<file path="src/rtl/wb_store_buffer_pkg.sv">
// Shared definitions for the writeback store buffer: default geometry,
// store size encoding and the buffered entry layout.
package sb_pkg;

    localparam int unsigned SB_DEPTH  = 4;
    localparam int unsigned SB_ADDR_W = 32;
    localparam int unsigned SB_DATA_W = 64;

    typedef enum logic [1:0] {
        SZ_BYTE  = 2'b00,
        SZ_WORD  = 2'b01,
        SZ_DWORD = 2'b10,
        SZ_QWORD = 2'b11
    } sb_size_e;

    // One posted store as held in the buffer.
    typedef struct packed {
        logic [SB_ADDR_W-1:0] addr;
        logic [SB_DATA_W-1:0] data;
        sb_size_e             size;
    } sb_entry_t;

endpackage

</file>
<file path="src/rtl/wb_store_buffer_if.sv">
// Bundle of the writeback, dcache-write and load-lookup signals of the store buffer.
// slave: the store buffer itself; master: the surrounding pipeline / dcache.
interface wb_store_buffer_if #(
    parameter int unsigned ADDR_W = sb_pkg::SB_ADDR_W,
    parameter int unsigned DATA_W = sb_pkg::SB_DATA_W
);

    // Writeback side
    logic              WB_Final_Dcache_Write;
    logic [ADDR_W-1:0] WB_Final_Dcache_Address;
    logic [DATA_W-1:0] WB_Final_Dcache_Data;
    logic [1:0]        WB_Final_datasize;
    logic              In_write_ready;

    // Dcache write port side
    logic              SB_DC_WR_V;
    logic [ADDR_W-1:0] SB_DC_WR_ADDR;
    logic [DATA_W-1:0] SB_DC_WR_DATA;
    logic [1:0]        SB_DC_WR_SIZE;
    logic              DC_SB_WR_ACK;

    // Memory-stage load hazard lookup
    logic              MEM_LD_V;
    logic [ADDR_W-1:0] MEM_LD_ADDR;
    logic              SB_LD_HIT;

    logic              SB_EMPTY;

    modport slave (
        input  WB_Final_Dcache_Write, WB_Final_Dcache_Address, WB_Final_Dcache_Data,
        input  WB_Final_datasize, DC_SB_WR_ACK, MEM_LD_V, MEM_LD_ADDR,
        output In_write_ready, SB_DC_WR_V, SB_DC_WR_ADDR, SB_DC_WR_DATA, SB_DC_WR_SIZE,
        output SB_LD_HIT, SB_EMPTY
    );

    modport master (
        output WB_Final_Dcache_Write, WB_Final_Dcache_Address, WB_Final_Dcache_Data,
        output WB_Final_datasize, DC_SB_WR_ACK, MEM_LD_V, MEM_LD_ADDR,
        input  In_write_ready, SB_DC_WR_V, SB_DC_WR_ADDR, SB_DC_WR_DATA, SB_DC_WR_SIZE,
        input  SB_LD_HIT, SB_EMPTY
    );

endinterface

</file>
<file path="src/rtl/wb_store_buffer_line_match.sv">
// DEPTH-way 8-byte line comparator: flags a load whose line matches any valid pending store.
module sb_line_match #(
    parameter int unsigned DEPTH  = 4,
    parameter int unsigned ADDR_W = 32
) (
    input  logic                         i_ld_v,
    input  logic [ADDR_W-1:0]            i_ld_addr,
    input  logic [DEPTH-1:0]             i_valid,
    input  logic [DEPTH-1:0][ADDR_W-1:0] i_addr,
    output logic                         o_hit
);

    logic [DEPTH-1:0] w_match;
    logic             w_unused_low;

    // Per-entry line compare; byte offset within the line is ignored.
    always_comb begin
        w_match      = '0;
        w_unused_low = ^i_ld_addr[2:0];
        for (int i = 0; i < int'(DEPTH); i++) begin
            w_match[i]   = i_valid[i] && (i_addr[i][ADDR_W-1:3] == i_ld_addr[ADDR_W-1:3]);
            w_unused_low = w_unused_low ^ (^i_addr[i][2:0]);
        end
        o_hit = i_ld_v & (|w_match);
    end

endmodule

</file>
<file path="src/rtl/wb_store_buffer.sv">
// Posted-write FIFO between writeback and the dcache write port, with a
// combinational load-vs-pending-store line hazard check.
module wb_store_buffer
    import sb_pkg::*;
#(
    parameter int unsigned DEPTH  = SB_DEPTH,
    parameter int unsigned ADDR_W = SB_ADDR_W,
    parameter int unsigned DATA_W = SB_DATA_W
) (
    input logic              CLK,
    input logic              CLR,
    wb_store_buffer_if.slave bus
);

    localparam int unsigned PTR_W = $clog2(DEPTH);
    localparam int unsigned CNT_W = PTR_W + 1;

    logic [PTR_W-1:0]            r_head;
    logic [PTR_W-1:0]            r_tail;
    logic [CNT_W-1:0]            r_count;
    logic [CNT_W-1:0]            w_count_nxt;
    logic [DEPTH-1:0]            r_valid;
    sb_entry_t                   r_mem [DEPTH];

    logic                        w_ready;
    logic                        w_head_v;
    logic                        w_enq;
    logic                        w_deq;
    logic [DEPTH-1:0][ADDR_W-1:0] w_addrs;
    logic [DATA_W-1:0]           w_head_data;

    // Ready depends only on registered count, so an ack never feeds back into ready.
    assign w_ready  = (r_count != CNT_W'(DEPTH));
    assign w_head_v = (r_count != '0);
    assign w_enq    = bus.WB_Final_Dcache_Write & w_ready;
    assign w_deq    = w_head_v & bus.DC_SB_WR_ACK;

    assign w_head_data = r_mem[r_head].data;

    assign bus.In_write_ready = w_ready;
    assign bus.SB_DC_WR_V     = w_head_v;
    assign bus.SB_DC_WR_ADDR  = r_mem[r_head].addr;
    assign bus.SB_DC_WR_DATA  = w_head_data;
    assign bus.SB_DC_WR_SIZE  = r_mem[r_head].size;
    assign bus.SB_EMPTY       = ~w_head_v;

    // Occupancy next state: simultaneous enqueue and dequeue leaves it unchanged.
    always_comb begin
        w_count_nxt = r_count;
        unique case ({w_enq, w_deq})
            2'b10:   w_count_nxt = r_count + CNT_W'(1);
            2'b01:   w_count_nxt = r_count - CNT_W'(1);
            default: w_count_nxt = r_count;
        endcase
    end

    // Pointers and occupancy; power-of-two depth makes the wrap a natural overflow.
    always_ff @(posedge CLK or posedge CLR) begin
        if (CLR) begin
            r_head  <= '0;
            r_tail  <= '0;
            r_count <= '0;
        end else begin
            if (w_enq) r_tail <= r_tail + PTR_W'(1);
            if (w_deq) r_head <= r_head + PTR_W'(1);
            r_count <= w_count_nxt;
        end
    end

    // Per-entry valid bits feeding the hazard check.
    always_ff @(posedge CLK or posedge CLR) begin
        if (CLR) begin
            r_valid <= '0;
        end else begin
            if (w_enq) r_valid[r_tail] <= 1'b1;
            if (w_deq) r_valid[r_head] <= 1'b0;
        end
    end

    // Entry storage is not reset; valid bits and count qualify every use.
    always_ff @(posedge CLK) begin
        if (w_enq) begin
            r_mem[r_tail] <= '{addr: bus.WB_Final_Dcache_Address,
                               data: bus.WB_Final_Dcache_Data,
                               size: sb_size_e'(bus.WB_Final_datasize)};
        end
    end

    // Flatten stored addresses for the comparator.
    always_comb begin
        w_addrs = '0;
        for (int i = 0; i < int'(DEPTH); i++) begin
            w_addrs[i] = r_mem[i].addr;
        end
    end

    sb_line_match #(
        .DEPTH  (DEPTH),
        .ADDR_W (ADDR_W)
    ) u_line_match (
        .i_ld_v    (bus.MEM_LD_V),
        .i_ld_addr (bus.MEM_LD_ADDR),
        .i_valid   (r_valid),
        .i_addr    (w_addrs),
        .o_hit     (bus.SB_LD_HIT)
    );

endmodule

</file>
<file path="src/flat_wrapper.sv">
// flat-port wrapper written by rule: the top's interface ports become plain ports
module wb_store_buffer_flat import sb_pkg::*;
#(
    parameter int unsigned DEPTH  = SB_DEPTH,
    parameter int unsigned ADDR_W = SB_ADDR_W,
    parameter int unsigned DATA_W = SB_DATA_W
)
  (CLK, CLR, bus_WB_Final_Dcache_Write, bus_WB_Final_Dcache_Address, bus_WB_Final_Dcache_Data, bus_WB_Final_datasize, bus_DC_SB_WR_ACK, bus_MEM_LD_V, bus_MEM_LD_ADDR, bus_In_write_ready, bus_SB_DC_WR_V, bus_SB_DC_WR_ADDR, bus_SB_DC_WR_DATA, bus_SB_DC_WR_SIZE, bus_SB_LD_HIT, bus_SB_EMPTY);
  wb_store_buffer_if #(.ADDR_W(ADDR_W), .DATA_W(DATA_W)) bus_i ();
  input logic CLK;
  input logic CLR;
  input wire logic [$bits(bus_i.WB_Final_Dcache_Write)-1:0] bus_WB_Final_Dcache_Write;
  input wire logic [$bits(bus_i.WB_Final_Dcache_Address)-1:0] bus_WB_Final_Dcache_Address;
  input wire logic [$bits(bus_i.WB_Final_Dcache_Data)-1:0] bus_WB_Final_Dcache_Data;
  input wire logic [$bits(bus_i.WB_Final_datasize)-1:0] bus_WB_Final_datasize;
  input wire logic [$bits(bus_i.DC_SB_WR_ACK)-1:0] bus_DC_SB_WR_ACK;
  input wire logic [$bits(bus_i.MEM_LD_V)-1:0] bus_MEM_LD_V;
  input wire logic [$bits(bus_i.MEM_LD_ADDR)-1:0] bus_MEM_LD_ADDR;
  output wire logic [$bits(bus_i.In_write_ready)-1:0] bus_In_write_ready;
  output wire logic [$bits(bus_i.SB_DC_WR_V)-1:0] bus_SB_DC_WR_V;
  output wire logic [$bits(bus_i.SB_DC_WR_ADDR)-1:0] bus_SB_DC_WR_ADDR;
  output wire logic [$bits(bus_i.SB_DC_WR_DATA)-1:0] bus_SB_DC_WR_DATA;
  output wire logic [$bits(bus_i.SB_DC_WR_SIZE)-1:0] bus_SB_DC_WR_SIZE;
  output wire logic [$bits(bus_i.SB_LD_HIT)-1:0] bus_SB_LD_HIT;
  output wire logic [$bits(bus_i.SB_EMPTY)-1:0] bus_SB_EMPTY;
  assign bus_i.WB_Final_Dcache_Write = bus_WB_Final_Dcache_Write;
  assign bus_i.WB_Final_Dcache_Address = bus_WB_Final_Dcache_Address;
  assign bus_i.WB_Final_Dcache_Data = bus_WB_Final_Dcache_Data;
  assign bus_i.WB_Final_datasize = bus_WB_Final_datasize;
  assign bus_i.DC_SB_WR_ACK = bus_DC_SB_WR_ACK;
  assign bus_i.MEM_LD_V = bus_MEM_LD_V;
  assign bus_i.MEM_LD_ADDR = bus_MEM_LD_ADDR;
  assign bus_In_write_ready = bus_i.In_write_ready;
  assign bus_SB_DC_WR_V = bus_i.SB_DC_WR_V;
  assign bus_SB_DC_WR_ADDR = bus_i.SB_DC_WR_ADDR;
  assign bus_SB_DC_WR_DATA = bus_i.SB_DC_WR_DATA;
  assign bus_SB_DC_WR_SIZE = bus_i.SB_DC_WR_SIZE;
  assign bus_SB_LD_HIT = bus_i.SB_LD_HIT;
  assign bus_SB_EMPTY = bus_i.SB_EMPTY;
  wb_store_buffer #(.DEPTH(DEPTH), .ADDR_W(ADDR_W), .DATA_W(DATA_W)) u_core (.CLK(CLK), .CLR(CLR), .bus(bus_i));
endmodule
</file>
<file path="config.mk">
export PLATFORM = sky130hd
export DESIGN_NAME = wb_store_buffer_flat
export DESIGN_NICKNAME = d
export VERILOG_FILES = /design/src/rtl/wb_store_buffer_pkg.sv /design/src/rtl/wb_store_buffer_if.sv /design/src/rtl/wb_store_buffer_line_match.sv /design/src/rtl/wb_store_buffer.sv /design/src/flat_wrapper.sv
export SDC_FILE = /design/constraint.sdc
export NUM_CORES = 1
export LEC_CHECK = 0
export ABC_AREA = 1
export ABC_CLOCK_PERIOD_IN_PS = 11280
export CAP_MARGIN = 20
export CORE_UTILIZATION = 35
export DETAILED_ROUTE_END_ITERATION = 10
export PLACE_DENSITY_LB_ADDON = 0.05
export SYNTH_ARGS = -nofsm -noshare
export SYNTH_HDL_FRONTEND = slang
export SYNTH_SLANG_ARGS = --single-unit
</file>
<file path="constraint.sdc">
create_clock -name CLK -period 11.28 [get_ports CLK]
set_input_delay 1.692 -clock CLK [delete_from_list [all_inputs] [get_ports CLK]]
set_output_delay 1.692 -clock CLK [all_outputs]
set_load 0.01 [all_outputs]
</file>
==> results of run 1 <==
==> area by class of cell <==
class	instances	area, um^2	share of cell area, %
clock buffer	63	1256	5.872
antenna	1	2.502	0.01170
tap	615	769.5	3.597
sequential	403	12050	56.33
multi-input combinational	872	4223	19.74
timing repair buffer	246	2462	11.51
clock inverter	18	110.1	0.5147
inverter	136	518.0	2.421
==> metrics by stage <==
step / hold slack [ps] / total power [mW] / area [um^2]
2_1_floorplan: 462.9 / 3.219 / 17090
3_3_place_gp: 481.7 / 4.242 / 20000
3_5_place_dp: 485.0 / 4.240 / 20000
4_1_cts: 498.2 / 5.634 / 21360
5_1_grt: 539.3 / 5.873 / 21390
6_report: 490.6 / 5.536 / 21390
==> critical path, cell delays in order <==
cell and delay (ps):
clkdlybuf4s50_1 660, inv_1 90, nand2_1 100, o21ai_0 80, nor2_1 120, nand3_1 100, nor2_1 150, nand2_1 70
nand2_1 50, nor2_1 70, nor2_1 80, clkdlybuf4s50_1 530
==> path summary, 6_finish.rpt <==
kind	from	end	slack, ps	depth (start not counted)
setup / recovery	bus_MEM_LD_ADDR[17]	bus_SB_LD_HIT	5770	12
hold / removal	u_core.r_count[2]$_DFFE_PP0P_	u_core.r_count[2]$_DFFE_PP0P_	490	1
setup reg to reg	u_core.r_head[1]$_DFFE_PP0N_	u_core.r_head[1]$_DFFE_PP0N_	8900	5
hold reg to reg	u_core.r_count[2]$_DFFE_PP0P_	u_core.r_count[2]$_DFFE_PP0P_	490	1
max in group asynchronous	CLR	u_core.r_head[0]$_DFFE_PP0N_	9490	2
min in group asynchronous	CLR	u_core.r_count[0]$_DFFE_PP0P_	1430	2
==> cell families (layout without fill, tap and decap cells) <==
group / Yosys count / after routing / share of synthesized area [%]
flip-flops: 403 / 403 / 70.50
AO/OA/AOI/OAI: 352 / 352 / 11.21
adder cells (fa/ha/maj): 10 / 10 / 0.7762
XOR/XNOR: 37 / 37 / 1.897
buffers and inverters: 207 / 463 / 4.958
other: 0 / 1 / 0
AND/OR/NAND/NOR: 473 / 473 / 10.65
==> sequential cells by signal, summed over array words and instances, names as in the netlist <==
signal          flops
u_core.r_count      3
u_core.r_head       2
u_core.r_mem      392
u_core.r_tail       2
u_core.r_valid      4
==> cell usage in the layout (no fill, tap or decap), types with 3 or more instances in the layout <==
master,n
dfrtp_1,9
o21ai_0,205
nand2_1,231
clkinv_1,7
nand3_1,7
clkinv_2,9
inv_1,133
nor2_4,4
ha_1,9
o21ai_1,14
a21oi_2,14
edfxtp_1,392
nand4_1,12
xnor2_1,34
clkbuf_16,47
clkbuf_1,14
nor2_1,216
xor2_1,3
clkdlybuf4s50_1,233
buf_4,11
o22ai_1,77
a21oi_1,40
==> per-layer routing <==
metal | vias to the layer above | part of all wire, % | GRT usage (%)
li1 | 5605 | - | -
met1 | 5450 | 42 | 22.88
met2 | 211 | 50 | 32.32
met3 | 68 | 6.0 | 4.333
met4 | 6 | 2.2 | 5.584
met5 | - | 0.078 | 0
==> report_power, final <==
| group | leakage [nW] | internal [mW] | switching, mW |
|---|---|---|---|
| Clock | 0.675 | 0.797 | 0.572 |
| Combinational | 3.27 | 0.836 | 1.24 |
| Sequential | 3.72 | 1.98 | 0.111 |
| Total | 7.66 | 3.62 | 1.92 |
==> summary.txt, run 1 <==
Yosys
  – Largest cells by area after synthesis: edfxtp_1 (69%), o21ai_0 (6.0%), nand2_1 (5.1%)
  – Flops & latches, synth: 403
  – Count leader, synth: edfxtp_1
  – Synth Instances: 1,482
  – Post-synth top area share: roughly 69%
  – Number of synthesized flops with an enable pin: ~390
  – Synth unique cells: 27
  – Net Count, Synth: approximately 1,600
  – Synth top cells by count: edfxtp_1 (392), nand2_1 (231), nor2_1 (220), o21ai_0 (205), inv_1 (134)
  – Share of synthesized flip-flops with an asynchronous set or reset: about 2.7%
  – Cell type with the largest total area after synthesis: edfxtp_1
  – Syn Area/Cell: roughly 12 um^2
  – Yosys warns: 0
  – Syn Std Cell Area: ~17,000 um^2
  – Leading register cell type out of synthesis: edfxtp_1
  – Register area share after synthesis: slightly above 70%

CTS
  – H-tree depth: 2
  – Post-CTS sizing: 0
  – TritonCTS buffer count: between 40 and 50
  – Hold Buf Count CTS: 0
  – Worst-Skew Late Latency: ~570 ps
  – CTS tree: yes
  – Post-CTS Setup Inserts: 0
  – Clock slew at reported path FFs: 60 ps
  – CTS Buffer Depth: 3
  – CTS root buf: clkbuf_16
  – Clk sink count: between 400 and 500

Floorplanning
  – CORE AREA: ~48,000 um^2
  – Initial core utilization: roughly 36%
  – Core Rows: 80
  – Die height: 223.0 um
  – Die area: around 50,000 um^2
  – Ports: around 240
  – Die width: between 200 and 250 um

Detailed routing
  – DRC Markers: 0
  – Via/cell ratio: about 4.8
  – WL per Instance: approximately 20 um
  – Vias: 11,340
  – DRT antenna net count: 0
  – DRT Pass-1 Iters: 5
  – Initial DRC Count: approximately 660
  – WL final: 45.93 mm

Power and ir drop
  – Leak pwr: ~7.7 nW
  – PwrDens: 258.8 nW/um^2
  – Max VDD drop: between 0.1 and 0.15 mV

STA
  – FMAX: 0.1816 GHz
  – Slew headroom: around 35%
  – RSZ-0062 raised after global routing: no
  – Fin Setup TNS: 0 ps
  – Final setup violation count: 0
  – Worst slew pin tran: between 900 and 1000 ps
  – Final Skew: around 12 ps
  – Minimum clock period: between 5000 and 6000 ps
  – Setup ws final: around 5800 ps
  – Final hold vios: 0
  – Max-slew violations: 0
  – Final period util: roughly half

Layout
  – Fin cells: between 2,000 and 2,500
  – Share of cells above drive strength 1: under 10%
  – NumNets Final: 1,850
  – Layout area overhead: 25.20%
  – Number of fillers in the final layout: between 4,000 and 5,000
  – Final core occ: 44.62%

Global routing
  – Grt ovf: 0
  – Vias in the first global route: around 11,000
  – Largest net degree at the start of global routing: about 160
  – Tot GR Track Use: a little under a fifth
  – Initial antenna violation count: 4
  – First-pass GRT wire length: about 69 mm

Hold path
  – Hold Crit Class: register to register

Flow run
  – Max_cap viols: 0

Worst setup path
  – WP data arrival: between 3000 and 4000 ps
  – Crit end category: output pin
  – Highest fanout seen on the critical path: 6
  – WS Path Type: input port to output pin
  – Worst Setup Start Kind: input port
  – WP data required: ~9600 ps

Outcome
  – Status: completed

Place
  – Buffers added on ports: 233
  – Placer congestion estimate: about 0.84
  – Placed cells: 2,271
  – DP HPWL: 27.09 mm
  – Pre-CTS setup slack: 5772 ps
Power figures use the tool's default switching activity.
==> inputs of run 2 (changes only) <==
--- a/config.mk
+++ b/config.mk
@@ -6,7 +6,7 @@
 export NUM_CORES = 1
 export LEC_CHECK = 0
 export ABC_AREA = 1
-export ABC_CLOCK_PERIOD_IN_PS = 11280
+export ABC_CLOCK_PERIOD_IN_PS = 5700
 export CAP_MARGIN = 20
 export CORE_UTILIZATION = 35
 export DETAILED_ROUTE_END_ITERATION = 10
==> constraint.sdc (replaced) <==
create_clock -name CLK -period 5.7 [get_ports CLK]
set_input_delay 0.855 -clock CLK [delete_from_list [all_inputs] [get_ports CLK]]
set_output_delay 0.855 -clock CLK [all_outputs]
set_load 0.01 [all_outputs]
==> run 2 against run 1 <==
Power rose by 100%. Highest routed layer unchanged. Utilization increased by 0.21 points. Largest power group unchanged. Worst hold slack better by 4.6 ps. Wire length increased by 1.2%. Combinational power increased by 98%. Clock power rose by 100%. Via count rose by 1.0%. First-iteration DRC count rose by 3.9%. Clock skew down 1.6 ps. Die area is the same.
==> summary.txt, run 2 (synthesized netlist as in run 1, its figures left out) <==
STA
  – Final hold slack: about 500 ps
  – Slew headroom: 28.28%
  – Final hold vios: 0
  – Final Skew: ~10 ps
  – Fin Setup TNS: 0 ps
  – Final period util: 77.72%
  – Worst slew pin tran: between 1000 and 1500 ps
  – Max-slew violations: 0
  – FMAX: ~0.23 GHz
  – Setup ws final: between 1000 and 1500 ps
  – RSZ-0062 raised after global routing: no
  – Minimum clock period: between 4000 and 5000 ps
  – Final setup violation count: 0

CTS
  – Hold Buf Count CTS: 0
  – Clk sink count: 403
  – Worst-Skew Late Latency: 570 ps
  – Post-CTS sizing: 0
  – TritonCTS buffer count: 46
  – CTS Buffer Depth: 3
  – Post-CTS Setup Inserts: 0
  – H-tree depth: 2
  – CTS root buf: clkbuf_16
  – CTS tree: yes
  – Clock slew at reported path FFs: 60 ps

Worst setup path
  – R2R Path End: u_core.r_mem[1][10]$_DFFE_PP_
  – FF-to-FF Start: u_core.r_count[0]$_DFFE_PP0P_
  – Worst setup startpoint: u_core.r_head[0]$_DFFE_PP0N_
  – WP data required: between 4000 and 5000 ps
  – Highest fanout seen on the critical path: 116
  – Crit end category: output pin
  – WP data arrival: 3570 ps
  – Worst Setup Start Kind: register
  – WS Path Type: register to output pin
  – Worst R2R Setup Slack: between 3000 and 4000 ps
  – Cells on worst reg2reg path: 5

Floorplanning
  – Die area: between 40,000 and 50,000 um^2
  – Die width: about 220 um
  – CORE AREA: 47,950 um^2
  – Core Rows: 80
  – Initial core utilization: a little over a third
  – Die height: between 200 and 250 um
  – Ports: about 240

Detailed routing
  – Initial DRC Count: a little under 700
  – DRC Markers: 0
  – DRT antenna net count: 0
  – Vias: approximately 11,000
  – WL per Instance: 19.74 um
  – DRT Pass-1 Iters: 5
  – Via/cell ratio: between 4 and 5
  – WL final: 46.47 mm

Layout
  – # diodes: 0
  – NumNets Final: around 1,900
  – Commonest non-fill, non-tap cell in the layout: edfxtp_1
  – Most frequent cells in the layout: edfxtp_1 (392), clkdlybuf4s50_1 (233), nand2_1 (231)
  – Top Registers: u_core.r_mem (392), u_core.r_valid (4), u_core.r_count (3)
  – Reg with most FFs: u_core.r_mem
  – Max reg flops: 392
  – Layout area overhead: 25.80%
  – Fin cells: 2,354
  – Share of cells above drive strength 1: under 10%

Global routing
  – Initial antenna violation count: 4
  – Tot GR Track Use: a little under a fifth
  – Largest net degree at the start of global routing: approximately 150
  – First-pass GRT wire length: 69.05 mm
  – Vias in the first global route: 11,380
  – Grt ovf: 0

Power and ir drop
  – Reg power frac: a little under two fifths
  – Max VDD drop: approximately 0.29 mV
  – Logic pwr share: around 37%
  – Leak pwr: roughly 7.7 nW
  – Sw Share: about a third
  – Clock Power Share: roughly a quarter
  – PwrDens: 516.2 nW/um^2
  – Int Pwr: between 7 and 8 mW
  – Sw power: between 3 and 4 mW

Place
  – DP HPWL: around 28 mm
  – Buffers added on ports: ~230
  – Pre-CTS setup slack: about 1600 ps
  – Placed cells: 2,274
  – Placer congestion estimate: around 0.83

Hold path
  – Hold worst-path end: u_core.r_count[2]$_DFFE_PP0P_
  – HP Start: u_core.r_count[2]$_DFFE_PP0P_
  – Hold Crit Class: register to register
  – Hold depth: 1

Outcome
  – Status: completed

Flow run
  – Max_cap viols: 0
run 2: stage by stage:
step / util (%) / total power [mW] / cell area (um^2)
after floorplan: - / 6.370 / 17090
after global placement: 41.83 / 8.421 / 20060
after detailed placement: 41.83 / 8.435 / 20060
after CTS: 44.77 / 11.28 / 21470
after global routing: 44.83 / 11.74 / 21490
final: 44.83 / 11.10 / 21490
run 2: layer usage:
metal | vias to the layer above | share of wire [%] | GRT usage (%)
li1 | 5605 | - | -
met1 | 5541 | 43 | 23.01
met2 | 250 | 50 | 32.64
met3 | 55 | 5.4 | 4.359
met4 | 8 | 1.6 | 4.739
met5 | - | 0.11 | 0
run 2: area by class of cell:
| type | count | area, um^2 |
|---|---|---|
| Clock buffer | 58 | 1206 |
| Timing Repair Buffer | 249 | 2522 |
| Inverter | 136 | 518.0 |
| Sequential cell | 403 | 12050 |
| Clock inverter | 21 | 203.9 |
| Multi-Input combinational cell | 872 | 4223 |
| Tap cell | 615 | 769.5 |
| Fill cell | 4446 | 26450 |
run 2: worst max-delay path: stages, from the launching register on:
cell and delay [ps]:
dfrtp_4 800, inv_6 360, buf_16 430, buf_4 440, o21ai_0 130, o22ai_1 200
clkdlybuf4s50_1 580
run 2: power by group through the flow:
| stage | clock network [mW] | logic [mW] | registers, mW |
|---|---|---|---|
| after global placement | 0 | 4.18 | 4.24 |
| final | 2.80 | 4.10 | 4.19 |
| after global routing | 2.98 | 4.51 | 4.25 |
| after detailed placement | 0 | 4.19 | 4.25 |
| after CTS | 2.88 | 4.21 | 4.19 |
| after floorplan | 0 | 2.17 | 4.20 |
run 2: worst max-delay path by stage:
stage	end	slack (ps)	depth (start not counted)
3_3_place_gp	bus_SB_DC_WR_DATA[49]	1600	5
4_1_cts	bus_SB_DC_WR_DATA[49]	940	5
3_5_place_dp	bus_SB_DC_WR_DATA[49]	1550	5
6_report	bus_SB_DC_WR_DATA[49]	1270	6
5_1_grt	bus_SB_DC_WR_DATA[47]	1030	6
2_1_floorplan	u_core.r_mem[1][0]$_DFFE_PP_	-8	2
